`src/rtl/ahblite_m_port_gen.sv`:
```
// AHB-Lite master port generator: decodes the master address phase onto one of
// SLV_NUM slave ports, requests that slave, waits for its grant and then returns
// the owning slave's response to the master. Address-phase outputs are registered.
// Optional feature: define AHBLITE_M_PORT_GEN_ERR_SLAVE_EN to add a default slave
// that answers unmapped NONSEQ transfers with a two-cycle ERROR response; without
// it, unmapped transfers complete as zero-wait OKAY.
module ahblite_m_port_gen #(
    parameter int unsigned AHB_AW  = 32,
    parameter int unsigned AHB_DW  = 32,
    parameter int unsigned SLV_NUM = 8
) (
    input  logic                        clk,
    input  logic                        rst,
    // AHB-Lite master side
    input  logic [AHB_AW-1:0]           haddr_i,
    input  logic                        hwrite_i,
    input  logic [1:0]                  htrans_i,
    input  logic [2:0]                  hsize_i,
    input  logic [2:0]                  hburst_i,
    input  logic [3:0]                  hprot_i,
    input  logic [AHB_DW-1:0]           hwdata_i,
    input  logic                        hmastlock_i,
    output logic                        hreadyout_o,
    output logic                        hresp_o,
    output logic [AHB_DW-1:0]           hrdata_o,
    // Slave address map, slave k occupies bits [k*AHB_AW +: AHB_AW]
    input  logic [SLV_NUM*AHB_AW-1:0]   s_addr_base_i,
    input  logic [SLV_NUM*AHB_AW-1:0]   s_addr_mask_i,
    // Slave side
    output logic [SLV_NUM-1:0]          s_req_o,
    input  logic [SLV_NUM-1:0]          s_grant_i,
    output logic [AHB_AW-1:0]           s_haddr_o,
    output logic                        s_hwrite_o,
    output logic [1:0]                  s_htrans_o,
    output logic [2:0]                  s_hsize_o,
    output logic [2:0]                  s_hburst_o,
    output logic [3:0]                  s_hprot_o,
    output logic                        s_hmastlock_o,
    output logic [AHB_DW-1:0]           s_hwdata_o,
    input  logic [SLV_NUM-1:0]          s_hready_i,
    input  logic [SLV_NUM-1:0]          s_hresp_i,
    input  logic [SLV_NUM*AHB_DW-1:0]   s_hrdata_i,
    output logic                        s_hreadyout_o
);

    localparam logic [1:0]         TransNonseq = 2'b10;
    localparam logic [SLV_NUM-1:0] SlvOne      = SLV_NUM'(1);

    typedef enum logic [1:0] {
        StIdle,
        StWaitGnt,
`ifdef AHBLITE_M_PORT_GEN_ERR_SLAVE_EN
        StOwn,
        StErr
`else
        StOwn
`endif
    } state_e;

    state_e               state_q;
    logic [SLV_NUM-1:0]   req_q;
    logic [SLV_NUM-1:0]   owner_q;
`ifdef AHBLITE_M_PORT_GEN_ERR_SLAVE_EN
    logic                 err_ph_q;   // 0: first ERROR cycle, 1: second
`endif

    logic [SLV_NUM-1:0]   match;
    logic [SLV_NUM-1:0]   sel;
    logic                 mapped;
    logic                 accept;
    state_e               acc_state;
    logic [SLV_NUM-1:0]   acc_req;
    logic [SLV_NUM-1:0]   acc_owner;

    // Address decode; lowest matching index wins via isolate-lowest-set-bit.
    always_comb begin
        match = '0;
        for (int k = 0; k < SLV_NUM; k++) begin
            match[k] = ((haddr_i ^ s_addr_base_i[k*AHB_AW +: AHB_AW])
                        & s_addr_mask_i[k*AHB_AW +: AHB_AW]) == '0;
        end
        sel    = match & (~match + SlvOne);
        mapped = |sel;
        accept = (htrans_i == TransNonseq) && hreadyout_o;
    end

    // Next FSM values for an accepted address phase, shared by every accepting state.
    always_comb begin
        acc_state = StIdle;
        acc_req   = '0;
        acc_owner = '0;
        if (mapped) begin
            if (|(s_grant_i & sel)) begin
                // Grant already present: skip the request register entirely.
                acc_state = StOwn;
                acc_owner = sel;
            end else begin
                acc_state = StWaitGnt;
                acc_req   = sel;
            end
        end else begin
`ifdef AHBLITE_M_PORT_GEN_ERR_SLAVE_EN
            acc_state = StErr;
`else
            acc_state = StIdle;
`endif
        end
    end

    // Master response mux, selected by FSM state and the one-hot owner.
    always_comb begin
        hreadyout_o = 1'b1;
        hresp_o     = 1'b0;
        hrdata_o    = '0;
        unique case (state_q)
            StIdle: begin
                hreadyout_o = 1'b1;
            end
            StWaitGnt: begin
                hreadyout_o = 1'b0;
            end
            StOwn: begin
                for (int k = 0; k < SLV_NUM; k++) begin
                    if (owner_q[k]) begin
                        hreadyout_o = s_hready_i[k];
                        hresp_o     = s_hresp_i[k];
                        hrdata_o    = s_hrdata_i[k*AHB_DW +: AHB_DW];
                    end
                end
            end
`ifdef AHBLITE_M_PORT_GEN_ERR_SLAVE_EN
            StErr: begin
                hreadyout_o = err_ph_q;
                hresp_o     = 1'b1;
            end
`endif
            default: begin
                hreadyout_o = 1'b1;
            end
        endcase
    end

    // Request is combinational in the accept cycle, registered while waiting for grant.
    always_comb begin
        s_req_o = req_q;
        if (accept && mapped && !(|(s_grant_i & sel))) begin
            s_req_o = req_q | sel;
        end else if (accept && mapped) begin
            s_req_o = req_q | sel;
        end
        s_hreadyout_o = hreadyout_o;
    end

    // Transfer FSM with request and owner registers.
    always_ff @(posedge clk) begin
        if (rst) begin
            state_q  <= StIdle;
            req_q    <= '0;
            owner_q  <= '0;
`ifdef AHBLITE_M_PORT_GEN_ERR_SLAVE_EN
            err_ph_q <= 1'b0;
`endif
        end else begin
            unique case (state_q)
                StWaitGnt: begin
                    // Only the grant of the requested slave matters.
                    if (|(s_grant_i & req_q)) begin
                        state_q <= StOwn;
                        owner_q <= req_q;
                        req_q   <= '0;
                    end
                end
`ifdef AHBLITE_M_PORT_GEN_ERR_SLAVE_EN
                StErr: begin
                    if (!err_ph_q) begin
                        err_ph_q <= 1'b1;
                    end else begin
                        // Second ERROR cycle completes the beat; a new NONSEQ may follow.
                        state_q  <= accept ? acc_state : StIdle;
                        req_q    <= accept ? acc_req : '0;
                        owner_q  <= accept ? acc_owner : '0;
                        err_ph_q <= 1'b0;
                    end
                end
`endif
                default: begin
                    // StIdle and StOwn: act only when the current beat completes.
                    if (hreadyout_o) begin
                        state_q <= accept ? acc_state : StIdle;
                        req_q   <= accept ? acc_req : '0;
                        owner_q <= accept ? acc_owner : '0;
`ifdef AHBLITE_M_PORT_GEN_ERR_SLAVE_EN
                        err_ph_q <= 1'b0;
`endif
                    end
                end
            endcase
        end
    end

    // Registered address phase and write data, loaded whenever the master bus is ready.
    always_ff @(posedge clk) begin
        if (rst) begin
            s_haddr_o     <= '0;
            s_hwrite_o    <= 1'b0;
            s_htrans_o    <= '0;
            s_hsize_o     <= '0;
            s_hburst_o    <= '0;
            s_hprot_o     <= '0;
            s_hmastlock_o <= 1'b0;
            s_hwdata_o    <= '0;
        end else if (hreadyout_o) begin
            s_haddr_o     <= haddr_i;
            s_hwrite_o    <= hwrite_i;
            s_htrans_o    <= htrans_i;
            s_hsize_o     <= hsize_i;
            s_hburst_o    <= hburst_i;
            s_hprot_o     <= hprot_i;
            s_hmastlock_o <= hmastlock_i;
            s_hwdata_o    <= hwdata_i;
        end
    end

endmodule

```
`config.mk`:
```
export PLATFORM = sky130hd
export DESIGN_NAME = ahblite_m_port_gen
export DESIGN_NICKNAME = d
export VERILOG_FILES = /design/src/rtl/ahblite_m_port_gen.sv
export SDC_FILE = /design/constraint.sdc
export NUM_CORES = 1
export LEC_CHECK = 0
export CAP_MARGIN = 10
export CORE_AREA = 2 2 386 388
export CTS_CLUSTER_DIAMETER = 150
export DETAILED_ROUTE_END_ITERATION = 8
export DIE_AREA = 0 0 388 390
export GPL_ROUTABILITY_DRIVEN = 0
export HOLD_SLACK_MARGIN = 0.02
export RECOVER_POWER = 100
export SYNTH_ARGS = -nofsm -noshare
export SYNTH_HDL_FRONTEND = slang
export SYNTH_SLANG_ARGS = --single-unit
```
`constraint.sdc`:
```
create_clock -name clk -period 4.5 [get_ports clk]
set_clock_uncertainty 0.1 [all_clocks]
set_input_delay 1.35 -clock clk [delete_from_list [all_inputs] [get_ports clk]]
set_output_delay 1.35 -clock clk [all_outputs]
set_load 0.02 [all_outputs]
```
==> flow_summary.ini <==
[yosys]
avgSynthCellArea_um2 = 7.352
async_flop_share_pct = 0
ys_ff_latch = 96
synth_edf_count = 0
ys_types = 46
synthesis.instances = 1350
ys.flop_type = dfxtp_1
syn-cell-area_mm2 = 0.009926
synth_nets = 2222
seq_area_frac_synth_pct = 19.36
synth_warnings = 0

[die]
ioPinCount = 993
die_area_mm2 = 0.1513
start_util_pct = 6.746
dieWidth_um = 388
core-area_mm2 = 0.1471
rows = 141
die-height_um = 390

[flow_run]
timing.max_cap.violations = 0

[drt]
route.vias.total = 16360
drtIter0Drc = 867
drc_errors = 0
drt_pass1_iterations = 5
avgRoutedWirePerCell_um = 32.39
drt-vias-per-instance = 3.644
ant_nets = 0
drt-total-wl_um = 145500

[setup_path]
crit_family = buffers and inverters
critPathMaxStageDelay_ns = 0.42
crit_chain = clkdlybuf4s50_1 -> buf_6 -> a22oi_2 -> buf_6 -> nand4_1 -> nor4_4 -> nor3_4 -> nand2_4 -> o311ai_4 -> buf_12 -> o21bai_4 -> buf_12
worstPathArrival_ns = 3.68
cp_max_fo = 5
crit_cells = 12
r2r_cells = 13
critical_path_class = input pin to output pin
crit_path_end_kind = output pin
critPathLaunchType = input pin
cp_slowest_cell = clkdlybuf4s50_1
critPathBufInv = 5
worstPathRequired_ns = 3.05

[cells_and_area]
stdcell_count = 4491
layout-drive-gt1-share_pct = 22.83
syn_to_final_growth_pct = 166.9
nNetsFinal = 3368
final_area_mm2 = 0.02649

[place]
dp_hpwl_um = 131100
place_ws_ns = -1.611
dp_cells = 4368
port_buffers = 992
place_area_mm2 = 0.02401

[timing]
hold_viol = 0
setup_violations = 12
grt_setup_unrepaired = yes
period_needed_ns = 5.131
maxSlewHeadroom_pct = 33.61
setup_slack_ns = -0.6306
fin_crit_sh_pct = 114.0
max_clock_freq_mhz = 194.9
slew_violations = 0
worst_pin_slew_ns = 0.9959

[global_routing]
antenna_found_initial = 243
grt_first_pass_wirelength_um = 178100
grt_pass1_vias = 16240
grt_max_degree = 77
overflow = 0
grt_usage_pct = 18.45

[clock_tree]
cts_inserted_buffers = 9
clk_pin_slew_ns = 0.07
cts_max_level = 3
cts_tree = done
hold_buffers = 0
clk_path_buf_depth = 2
root_buffer = clkbuf_16
cts_sinks = 96
clk_latency_ns = 0.41

[pwr]
p_per_area_mw_per_mm2 = 139.4
p_leak_uw = 0.01016
peakVddDrop_mv = 0.1336

[run_status]
status = complete, but fails checks
violations = negative setup slack

[hold_path]
holdPathStages = 2
hold_path.class = flip-flop to flip-flop
-- through the flow --
stage,power [uW],utilization (%),setup TNS [ns],hold slack [ns]
2_1_floorplan,1337,-,-0.3048,0.3396
3_3_place_gp,2719,16.32,-43.58,0.3426
3_5_place_dp,2722,16.32,-45.34,0.3458
4_1_cts,3775,17.64,-5.238,0.3573
5_1_grt,3846,17.96,-10.17,0.3682
6_report,3694,18.00,-5.758,0.3535
-- cells in the mapped netlist, types with 3 or more instances --
library cell,count,area share (%)
buf_6,10,1.1
nor3_1,35,1.8
buf_4,10,0.76
nor4_4,3,0.64
nor2_1,42,1.6
nand2_1,244,9.2
nand4_1,33,2.1
xor2_1,256,23
buf_1,15,0.57
a211o_1,5,0.44
nor2b_1,40,2.5
nor4_2,3,0.38
buf_2,16,0.81
o31ai_2,7,0.88
nor3b_1,3,0.23
nand2b_1,3,0.19
mux2i_1,66,6.7
nand3_1,4,0.20
o21ai_0,74,3.7
a221oi_1,35,3.1
o21bai_1,10,0.76
a21oi_1,119,6.0
clkbuf_1,62,2.3
dfxtp_1,96,19
a22oi_1,132,10
a211oi_1,3,0.23
-- final timing paths --
path	start	to	slack (ns)
setup / recovery	s_addr_mask_i[110]	s_req_o[4]	-0.63
setup reg to reg	owner_q[1]$_SDFFE_PP0P_	s_hprot_o[1]$_SDFFE_PP0P_	0.58
hold / removal	s_hwdata_o[25]$_SDFFE_PP0P_	s_hwdata_o[25]$_SDFFE_PP0P_	0.35
hold reg to reg	s_hwdata_o[25]$_SDFFE_PP0P_	s_hwdata_o[25]$_SDFFE_PP0P_	0.35
-- flip-flops by register name (all words and copies together), names as in the netlist --
register / cells
s_hsize_o: 3
s_hwdata_o: 32
owner_q: 8
req_q: 8
s_hmastlock_o: 1
s_hwrite_o: 1
state_q: 2
s_htrans_o: 2
s_hprot_o: 4
s_haddr_o: 32
s_hburst_o: 3
-- cell type report --
| cell class | instances | area, um^2 |
|---|---|---|
| clock buffer | 11 | 264.0 |
| timing repair buffer | 1247 | 12540 |
| tap | 1930 | 2415 |
| multi-input combinational | 1139 | 9097 |
| sequential | 96 | 1941 |
| fill | 16600 | 120600 |
| clock inverter | 5 | 55.05 |
| inverter | 3 | 23.77 |
| antenna | 60 | 150.1 |
-- layer usage --
metal / global-route usage [%] / up-vias / wire (um)
li1: - / 7127 / -
met1: 17.60 / 7610 / 48440
met2: 32.19 / 962 / 71060
met3: 11.53 / 439 / 18810
met4: 6.537 / 226 / 5675
met5: 0 / - / 1480
-- logic make-up after synthesis --
| family | Yosys count | synth area share [%] |
|---|---|---|
| AND/OR/NAND/NOR | 421 | 19.66 |
| buffers and inverters | 116 | 5.723 |
| AO/OA/AOI/OAI | 395 | 26.01 |
| XOR/XNOR | 256 | 22.59 |
| multiplexers | 66 | 6.656 |
| flip-flops | 96 | 19.36 |
-- layout by cell type (no fill, tap or decap), types with 8 or more instances in the layout --
cell / n
buf_12: 67
mux2i_1: 64
nor4_4: 8
dlygate4sd2_1: 111
xor2_1: 190
a21oi_2: 8
nand4_1: 33
dlymetal6s2s_1: 49
clkdlybuf4s50_1: 663
dfxtp_1: 89
xor2_2: 43
a21oi_1: 109
a22oi_2: 31
dlygate4sd3_1: 79
o21ai_1: 52
o21ai_0: 17
nor3_4: 14
clkbuf_2: 17
buf_4: 176
o21bai_4: 8
nand2_1: 243
buf_6: 35
nor2b_1: 27
nor2b_2: 11
nor3_1: 15
clkbuf_16: 10
diode_2: 60
a221oi_2: 30
clkdlybuf4s15_2: 8
nor2_1: 41
buf_2: 24
xor2_4: 23
a22oi_1: 101
-- where the power goes --
part / internal [uW] / switching [uW] / leakage [uW] / total, uW
logic: 1070 / 806 / 0.00921 / 1880
clock network: 440 / 472 / 0.000154 / 912
registers: 884 / 18.1 / 0.000800 / 902
-- worst reg2reg max path, delay by kind of cell (launching register included) --
family / cells / cell delay (ns)
AND/OR/NAND/NOR: 3 / 0.93
buffers and inverters: 6 / 1.75
AO/OA/AOI/OAI: 4 / 0.74
flip-flops: 1 / 0.38
-- repair_timing --
| item | 4_1_cts | 5_1_grt |
|---|---|---|
| setup buffers | 59 | 16 |
| gates resized for setup | 670 | 170 |
| pin swaps | 195 | 131 |
| endpoints found under the setup margin | 59 | 42 |
| cloned | 1 | 0 |
(Power assumes the default switching activity.)
